--- config.mk ---
export PLATFORM = sky130hd
export DESIGN_NAME = mux_n_stream
export DESIGN_NICKNAME = d
export VERILOG_FILES = /design/src/rtl/mux_pkg.sv /design/src/rtl/mux_n_stream_rr_grant.sv /design/src/rtl/mux_n_stream.sv
export SDC_FILE = /design/constraint.sdc
export NUM_CORES = 1
export LEC_CHECK = 0
export ABC_AREA = 1
export CAP_MARGIN = 15
export CORE_ASPECT_RATIO = 0.8
export CORE_UTILIZATION = 44
export DETAILED_ROUTE_END_ITERATION = 8
export GPL_ROUTABILITY_DRIVEN = 0
export HOLD_SLACK_MARGIN = 0.03
export PLACE_DENSITY = 0.85
export SYNTH_ARGS = -nofsm -noshare
export SYNTH_HDL_FRONTEND = slang
export SYNTH_SLANG_ARGS = --single-unit
export TNS_END_PERCENT = 1
--- constraint.sdc ---
create_clock -name clk -period 4.6 [get_ports clk]
set_input_delay 1.38 -clock clk [delete_from_list [all_inputs] [get_ports clk]]
set_output_delay 1.38 -clock clk [all_outputs]
set_load 0.01 [all_outputs]
--- src/rtl/mux_pkg.sv ---
// Shared helpers for the streaming multiplexer: one-hot to index encoding.
package mux_pkg;

  localparam int MAX_CH   = 64;
  localparam int MAX_SELW = 6;

  // OR-reduction encoder; the input must be one-hot or zero.
  function automatic logic [MAX_SELW-1:0] onehot_to_idx(input logic [MAX_CH-1:0] oh);
    logic [MAX_SELW-1:0] idx;
    idx = '0;
    for (int i = 0; i < MAX_CH; i++) begin
      if (oh[i]) idx = idx | MAX_SELW'(i);
    end
    return idx;
  endfunction

endpackage

--- src/rtl/mux_n_stream_rr_grant.sv ---
// Round-robin grant: first requester at or after ptr, with wrap-around.
module rr_grant #(
  parameter int CH = 4
) (
  input  logic [CH-1:0]         req,
  input  logic [$clog2(CH)-1:0] ptr,
  output logic [CH-1:0]         grant
);

  logic [2*CH-1:0] dbl;
  logic [2*CH-1:0] rot;
  logic [CH-1:0]   low;
  logic [CH-1:0]   pick;
  logic [2*CH-1:0] back;

  // Rotate requests so ptr lands at bit 0, take the lowest set bit, rotate back.
  always_comb begin
    dbl   = {req, req};
    rot   = dbl >> ptr;
    low   = rot[CH-1:0];
    pick  = low & (~low + CH'(1));
    back  = {pick, pick} << ptr;
    grant = back[2*CH-1:CH];
  end

endmodule

--- src/rtl/mux_n_stream.sv ---
// N:1 streaming multiplexer with fixed or round-robin selection and one output register.
module mux_n_stream
  import mux_pkg::*;
#(
  parameter  int WIDTH = 8,
  parameter  int CH    = 4,
  localparam int SELW  = $clog2(CH)
) (
  input  logic                  clk,
  input  logic                  rst,
  input  logic                  mode,
  input  logic [SELW-1:0]       sel,
  input  logic [CH-1:0]         in_valid,
  input  logic [CH*WIDTH-1:0]   in_data,
  output logic [CH-1:0]         in_ready,
  output logic                  out_valid,
  output logic [WIDTH-1:0]      out_data,
  output logic [SELW-1:0]       out_ch,
  input  logic                  out_ready
);

  logic             out_valid_q, out_valid_d;
  logic [WIDTH-1:0] out_data_q,  out_data_d;
  logic [SELW-1:0]  out_ch_q,    out_ch_d;
  logic [SELW-1:0]  ptr_q,       ptr_d;

  logic [CH-1:0]    grant_rr;
  logic [CH-1:0]    grant_fixed;
  logic [CH-1:0]    grant;
  logic [SELW-1:0]  grant_idx;
  logic [WIDTH-1:0] sel_data;
  logic             can_load;
  logic             xfer;

  rr_grant #(.CH(CH)) u_rr_grant (
    .req   (in_valid),
    .ptr   (ptr_q),
    .grant (grant_rr)
  );

  always_comb begin
    grant_fixed      = '0;
    grant_fixed[sel] = in_valid[sel];
    grant            = mode ? grant_rr : grant_fixed;
    can_load         = !out_valid_q || out_ready;
    in_ready         = grant & {CH{can_load && !rst}};
    xfer             = |in_ready;
    grant_idx        = SELW'(onehot_to_idx(MAX_CH'(grant)));
  end

  // Grant is one-hot or zero, so an AND-OR picks the winning slice.
  always_comb begin
    sel_data = '0;
    for (int i = 0; i < CH; i++) begin
      sel_data = sel_data | (in_data[i*WIDTH +: WIDTH] & {WIDTH{grant[i]}});
    end
  end

  always_comb begin
    out_valid_d = out_valid_q;
    out_data_d  = out_data_q;
    out_ch_d    = out_ch_q;
    ptr_d       = ptr_q;
    if (can_load) begin
      out_valid_d = xfer;
    end
    if (xfer) begin
      out_data_d = sel_data;
      out_ch_d   = grant_idx;
      if (mode) ptr_d = grant_idx + SELW'(1);
    end
  end

  always_ff @(posedge clk) begin
    if (rst) begin
      out_valid_q <= 1'b0;
      out_data_q  <= '0;
      out_ch_q    <= '0;
      ptr_q       <= '0;
    end else begin
      out_valid_q <= out_valid_d;
      out_data_q  <= out_data_d;
      out_ch_q    <= out_ch_d;
      ptr_q       <= ptr_d;
    end
  end

  assign out_valid = out_valid_q;
  assign out_data  = out_data_q;
  assign out_ch    = out_ch_q;

endmodule

**After elaboration in Yosys (flattened, before gate mapping)**

Cells that the tools add are included.

- Add/subtract/negate cells: 2
- $mul: 0
- Div/mod/pow operators: 0
- Magnitude comparators: 2
- Eq/ne operators: 0
- Shifts and indexed selects: 2
- Muxes and demuxes: 8
- Bitwise gates (word level): 11
- Reductions and logical operators: 7

Operators by type and width:

| cell | number |
|---|---|
| AND 8 bit | 4 |
| bitwise OR 8 bit | 3 |
| AND 4 bit | 3 |
| left shift 8 x 2 -> 8 bit | 1 |
| right shift 8 x 2 -> 4 bit | 1 |
| adder 4 x 1 -> 4 bit (second input constant) | 1 |
| two-way mux 2 bit | 2 |
| two-way mux 4 bit | 1 |
| inverter 4 bit | 1 |
| OR reduction 4 bit | 1 |
| less-than comparator 2 x 3 -> 1 bit (second input constant) | 1 |
| two-way mux 1 bit | 3 |
| adder 2 x 1 -> 2 bit (second input constant) | 1 |
| binary-select mux 1 bit (select 2 bit) | 1 |
| demux 1 bit (select 2 bit) | 1 |
| greater-or-equal comparator 2 x 1 -> 1 bit (second input constant) | 1 |
| logical AND 1 bit | 2 |
| zero test 1 bit | 2 |
| AND reduction 2 bit | 1 |
| logical OR 1 bit | 1 |

- Bits in registers: 13
- Latch bits: 0
- RAM bits: 0
- Bits in read-only memories: 0
- Input bits: 42
- Output and inout bits: 15
- Logic and storage cells: 36
- Memories: 0

**Depth between registers and ports, before layout**

- Depth after elaboration: 10
- Depth in mapped cells: 19

**Modules after synthesis**

A second synthesis with hierarchy kept.

- Cell total of the unflattened synthesis: 193
- Area, all modules: 1203.7 µm²

By module, submodules not included:

| module | instances | cells an instance | area each (µm²) | sequential area each (µm²) |
|---|---|---|---|---|
| mux_n_stream | 1 | 142 | 927.1 | 260.2 |
| rr_grant | 1 | 51 | 276.5 | 0.0 |

**Worst setup path after synthesis**

No wires, ideal clock.

- Path kind: input -> output
- Start: input port in_valid[3]
- End: output port in_ready[1]
- Arrival: 2.283 ns
- Data required time: 3.220 ns
- Setup slack: 0.937 ns
- Stages: 11
- Path through: nand2_1 -> nand3_1 -> nand2_4 -> nand2_2 -> nor2_2 -> nand2_1 -> nand2_1 -> nand2_2 -> nand2_2 -> nand3_2 -> inv_1

- Cells in the longest elaborated chain, start to end: 7
- Elaborated cells between the ends (all ways): 10
- Classes of those cells: add/sub: 1; shift: 2; mux: 3; bitwise: 4

Ends and longest elaborated chain:

| what | line | RTL |
|---|---|---|
| start, declared | mux_n_stream.sv:13 | `input logic [CH-1:0] in_valid,` |
| right shift 8 x 2 -> 4 bit | mux_n_stream_rr_grant.sv:19 | `rot = dbl >> ptr;` |
| inverter 4 bit | mux_n_stream_rr_grant.sv:21 | `pick = low & (~low + CH'(1));` |
| adder 4 x 1 -> 4 bit | mux_n_stream_rr_grant.sv:21 |  |
| AND 4 bit | mux_n_stream_rr_grant.sv:21 |  |
| left shift 8 x 2 -> 8 bit | mux_n_stream_rr_grant.sv:22 | `back = {pick, pick} << ptr;` |
| two-way mux 4 bit (*) | mux_n_stream.sv:44 | `grant = mode ? grant_rr : grant_fixed;` |
| AND 4 bit (*) | mux_n_stream.sv:46 | `in_ready = grant & {CH{can_load && !rst}};` |
| end, declared | mux_n_stream.sv:15 | `output logic [CH-1:0] in_ready,` |

Mark *: on every way between the ends. The rest lies on a longest branch, timed or not. The select of a mux whose other input is x is not followed.

**Final worst setup path**

- Start: input port in_valid[0]
- End: output port in_ready[1]

The elaborated chain is that of the path after synthesis.

==> impl_metrics.yaml <==
global_route:
  number_of_antenna_violations_at_the_first_check_in_global_routing: 0
  globalRouteMet3Util_pct: 6.90
  use_met1_pct: 37.3
  grt_pass1_vias: 1394
  grt_pass1_wl_um: 6150
  grt_max_degree: 14
  grt_remaining_overflow: 0
  groute.layer.met2.usage_pct: 43.2
  global_route.usage.total_pct: 27.6
  top_usage_layer: "met2"
placed_design:
  detailedPlacementHpwl_um: 2870
  place.port_buffers: 56
  dp_cells: 303
  placed_area_mm2: 0.00186
logic_synthesis:
  synthesis.area_per_instance_um2: 5.90
  largest_cells_by_area_after_synthesis: "sky130_fd_sc_hd__nand2_1 (22%), sky130_fd_sc_hd__dfxtp_1 (21%), sky130_fd_sc_hd__nand3_1 (12%)"
  post-synth-top-area-cell: "sky130_fd_sc_hd__nand2_1"
  synth.cell_area_mm2: 0.00121
  synth_flop_cell: "sky130_fd_sc_hd__dfxtp_1"
  ys_seq_area_share_pct: 21.4
  gate_count_after_technology_mapping: 206
  synth_enable_flop_cells: 0
  post-synth-top-area-fraction_pct: 21.9
  synth_fp_nets: 248
  netlist-cell-type-count: 26
  synthesis.yosys.warnings: 0
  synth_async_sr_flop_share_pct: 0
  yosys_register_bits: 13
timing:
  tightest_slew_ns: 0.479
  min_period_ns: 4.28
  fin_clk_skew_ns: 0.00821
  timing.fmax_mhz: 234
  final_min_period_over_clock_period_pct: 93.1
  final_max_slew_viol_count: 0
  timing.slew.headroom_pct: 68.0
  grt_setup_unrepaired: "false"
  finalSetupViolCount: 0
  hold_viol_final: 0
pwr:
  static-leakage-power_nw: 0.952
  ir_worst_vdd_mv: 0.135
  power_per_cell_area_mw_per_mm2: 271
cells_and_area:
  diodes: 0
  count_of_filler_cells_inserted_in_the_layout: 228
  leading_cell_type_in_the_layout_fill_and_taps_excluded: "sky130_fd_sc_hd__nand2_1"
  area_delta_synth_final_pct: 56.7
  net_count_of_the_finished_layout: 316
  design_area_mm2: 0.00190
  final-instance-count-excl-fill: 309
  layout.cells.most_common_list: "sky130_fd_sc_hd__nand2_1 (70), sky130_fd_sc_hd__clkdlybuf4s50_1 (48), sky130_fd_sc_hd__nand3_1 (29)"
  post_route_cells_drive_above_1_share_pct: 16.1
worst_setup_path:
  arrival_ns: 2.90
  critical_path_required_ns: 3.22
  worst-setup-path-type: "input pin to output pin"
  startpoint_type: "input pin"
  critical_path_peak_fanout: 4
  worstSetupEndpointType: "output pin"
floorplanning:
  io_pins: 57
  placement_rows: 16
  start_util_pct: 48.2
  fp.dieH_um: 49
  design.die.area_mm2: 0.00298
  fp.coreArea_mm2: 0.00252
  die_width_um: 60.8
drt:
  drt-vias-per-instance: 4.94
  drt_first_iter_violations: 91
  detailroute.via_count: 1525
  antenna_left: 0
  avgRoutedWirePerCell_um: 11.7
  drt_drc_violations_left: 0
  wirelength_um: 3610
  drt_first_pass_iters: 7
cts:
  clk_transition_reported_paths_ns: 0.09
  cts_max_path_buffers: 2
  tritoncts.num_buffers: 3
  clock_latency_late_sink_ns: 0.29
  cts-htree-levels: 1
  tritoncts_clock_tree: "built"
  clock-sinks: 13
  root_buffer_cell: "sky130_fd_sc_hd__clkbuf_4"
outcome:
  run_status: "complete, no violations"
job:
  cap_viol_max_count: 0
worst_hold_path:
  min-delay-path-class: "flip-flop to flip-flop"
==> per-stage QoR <==
stage | hold slack, ns | setup TNS, ns | setup WS, ns | util [%] | total power [mW]
2_1_floorplan | 0.487 | 0 | 0.937 | - | 0.325
3_3_place_gp | 0.454 | -0.464 | -0.140 | 73.6 | 0.436
3_5_place_dp | 0.461 | -0.697 | -0.215 | 73.6 | 0.440
4_1_cts | 0.471 | 0 | 0.0662 | 74.8 | 0.516
5_1_grt | 0.491 | 0 | 0.121 | 75.5 | 0.560
6_report | 0.469 | 0 | 0.320 | 75.5 | 0.516
==> state kept, by name, indices dropped and copies added, names as in the netlist <==
register	cells
out_valid	1
ptr_q	2
out_data	8
out_ch	2
==> report_power, final <==
| part | internal [mW] | switching (mW) | leakage (nW) |
|---|---|---|---|
| logic | 0.139 | 0.155 | 0.827 |
| registers | 0.132 | 0.0166 | 0.107 |
| clock network | 0.0323 | 0.0411 | 0.0177 |
==> per-layer routing <==
layer | routed length, um | part of all wire [%]
met1 | 1650 | 46
met3 | 224 | 6.2
met4 | 17 | 0.47
met2 | 1720 | 48
met5 | 0 | 0
==> synthesized netlist by cell type, types with 2 or more instances <==
master,instances
sky130_fd_sc_hd__a21oi_1,6
sky130_fd_sc_hd__buf_4,2
sky130_fd_sc_hd__buf_6,3
sky130_fd_sc_hd__clkbuf_1,2
sky130_fd_sc_hd__dfxtp_1,13
sky130_fd_sc_hd__inv_1,19
sky130_fd_sc_hd__inv_2,3
sky130_fd_sc_hd__nand2_1,71
sky130_fd_sc_hd__nand2_2,7
sky130_fd_sc_hd__nand2_4,3
sky130_fd_sc_hd__nand3_1,29
sky130_fd_sc_hd__nand3_2,3
sky130_fd_sc_hd__nand4_1,6
sky130_fd_sc_hd__nor2_1,19
sky130_fd_sc_hd__nor2_2,2
sky130_fd_sc_hd__o21ai_0,6
sky130_fd_sc_hd__o21ai_1,3
==> worst paths after layout <==
kind         depth (start not counted)     endpoint  slack [ns]   startpoint
max                                 13  in_ready[1]        0.32  in_valid[0]
min                                  2  out_data[6]        0.47  out_data[6]
max reg2reg                         18     ptr_q[1]        1.96     ptr_q[0]
min reg2reg                          2  out_data[6]        0.47  out_data[6]
==> critical path, stage by stage <==
cell                              delay (ns)
sky130_fd_sc_hd__dlygate4sd2_1          0.29
sky130_fd_sc_hd__nand2_1                0.09
sky130_fd_sc_hd__nand3_1                0.10
sky130_fd_sc_hd__nand2_2                0.14
sky130_fd_sc_hd__nand2_2                0.07
sky130_fd_sc_hd__nor2_2                 0.13
sky130_fd_sc_hd__nand2_1                0.09
sky130_fd_sc_hd__nand2_1                0.08
sky130_fd_sc_hd__nand2_2                0.06
sky130_fd_sc_hd__nand2_2                0.07
sky130_fd_sc_hd__nand3_2                0.08
sky130_fd_sc_hd__inv_1                  0.08
sky130_fd_sc_hd__clkdlybuf4s15_1        0.25
==> kinds of logic (layout without fill, tap and decap cells) <==
logic type / count (synthesis) / count (layout) / share of synthesized area, %
DFF: 13 / 13 / 21.4
AOI/OAI and AO/OA: 20 / 20 / 11.1
buffers and inverters: 30 / 97 / 11.8
and+or+nand+nor: 143 / 143 / 55.6
==> final cells by class <==
type | instances | area [um^2] | share of cell area (%)
Clock buffer | 3 | 22.5 | 1.18
Clock inverter | 1 | 5.00 | 0.263
Inverter | 22 | 82.6 | 4.34
Multi-Input combinational cell | 163 | 813 | 42.7
Sequential cell | 13 | 260 | 13.7
Tap cell | 36 | 45.0 | 2.37
Timing Repair Buffer | 71 | 676 | 35.5
==> repair_timing <==
action	CTS	global route
pin swaps	1	1
buffers inserted	1	1
hold buffers	0	0
gates resized for setup	5	5
setup endpoints to repair	4	4
No activity file was read; power rests on OpenSTA's default activity.
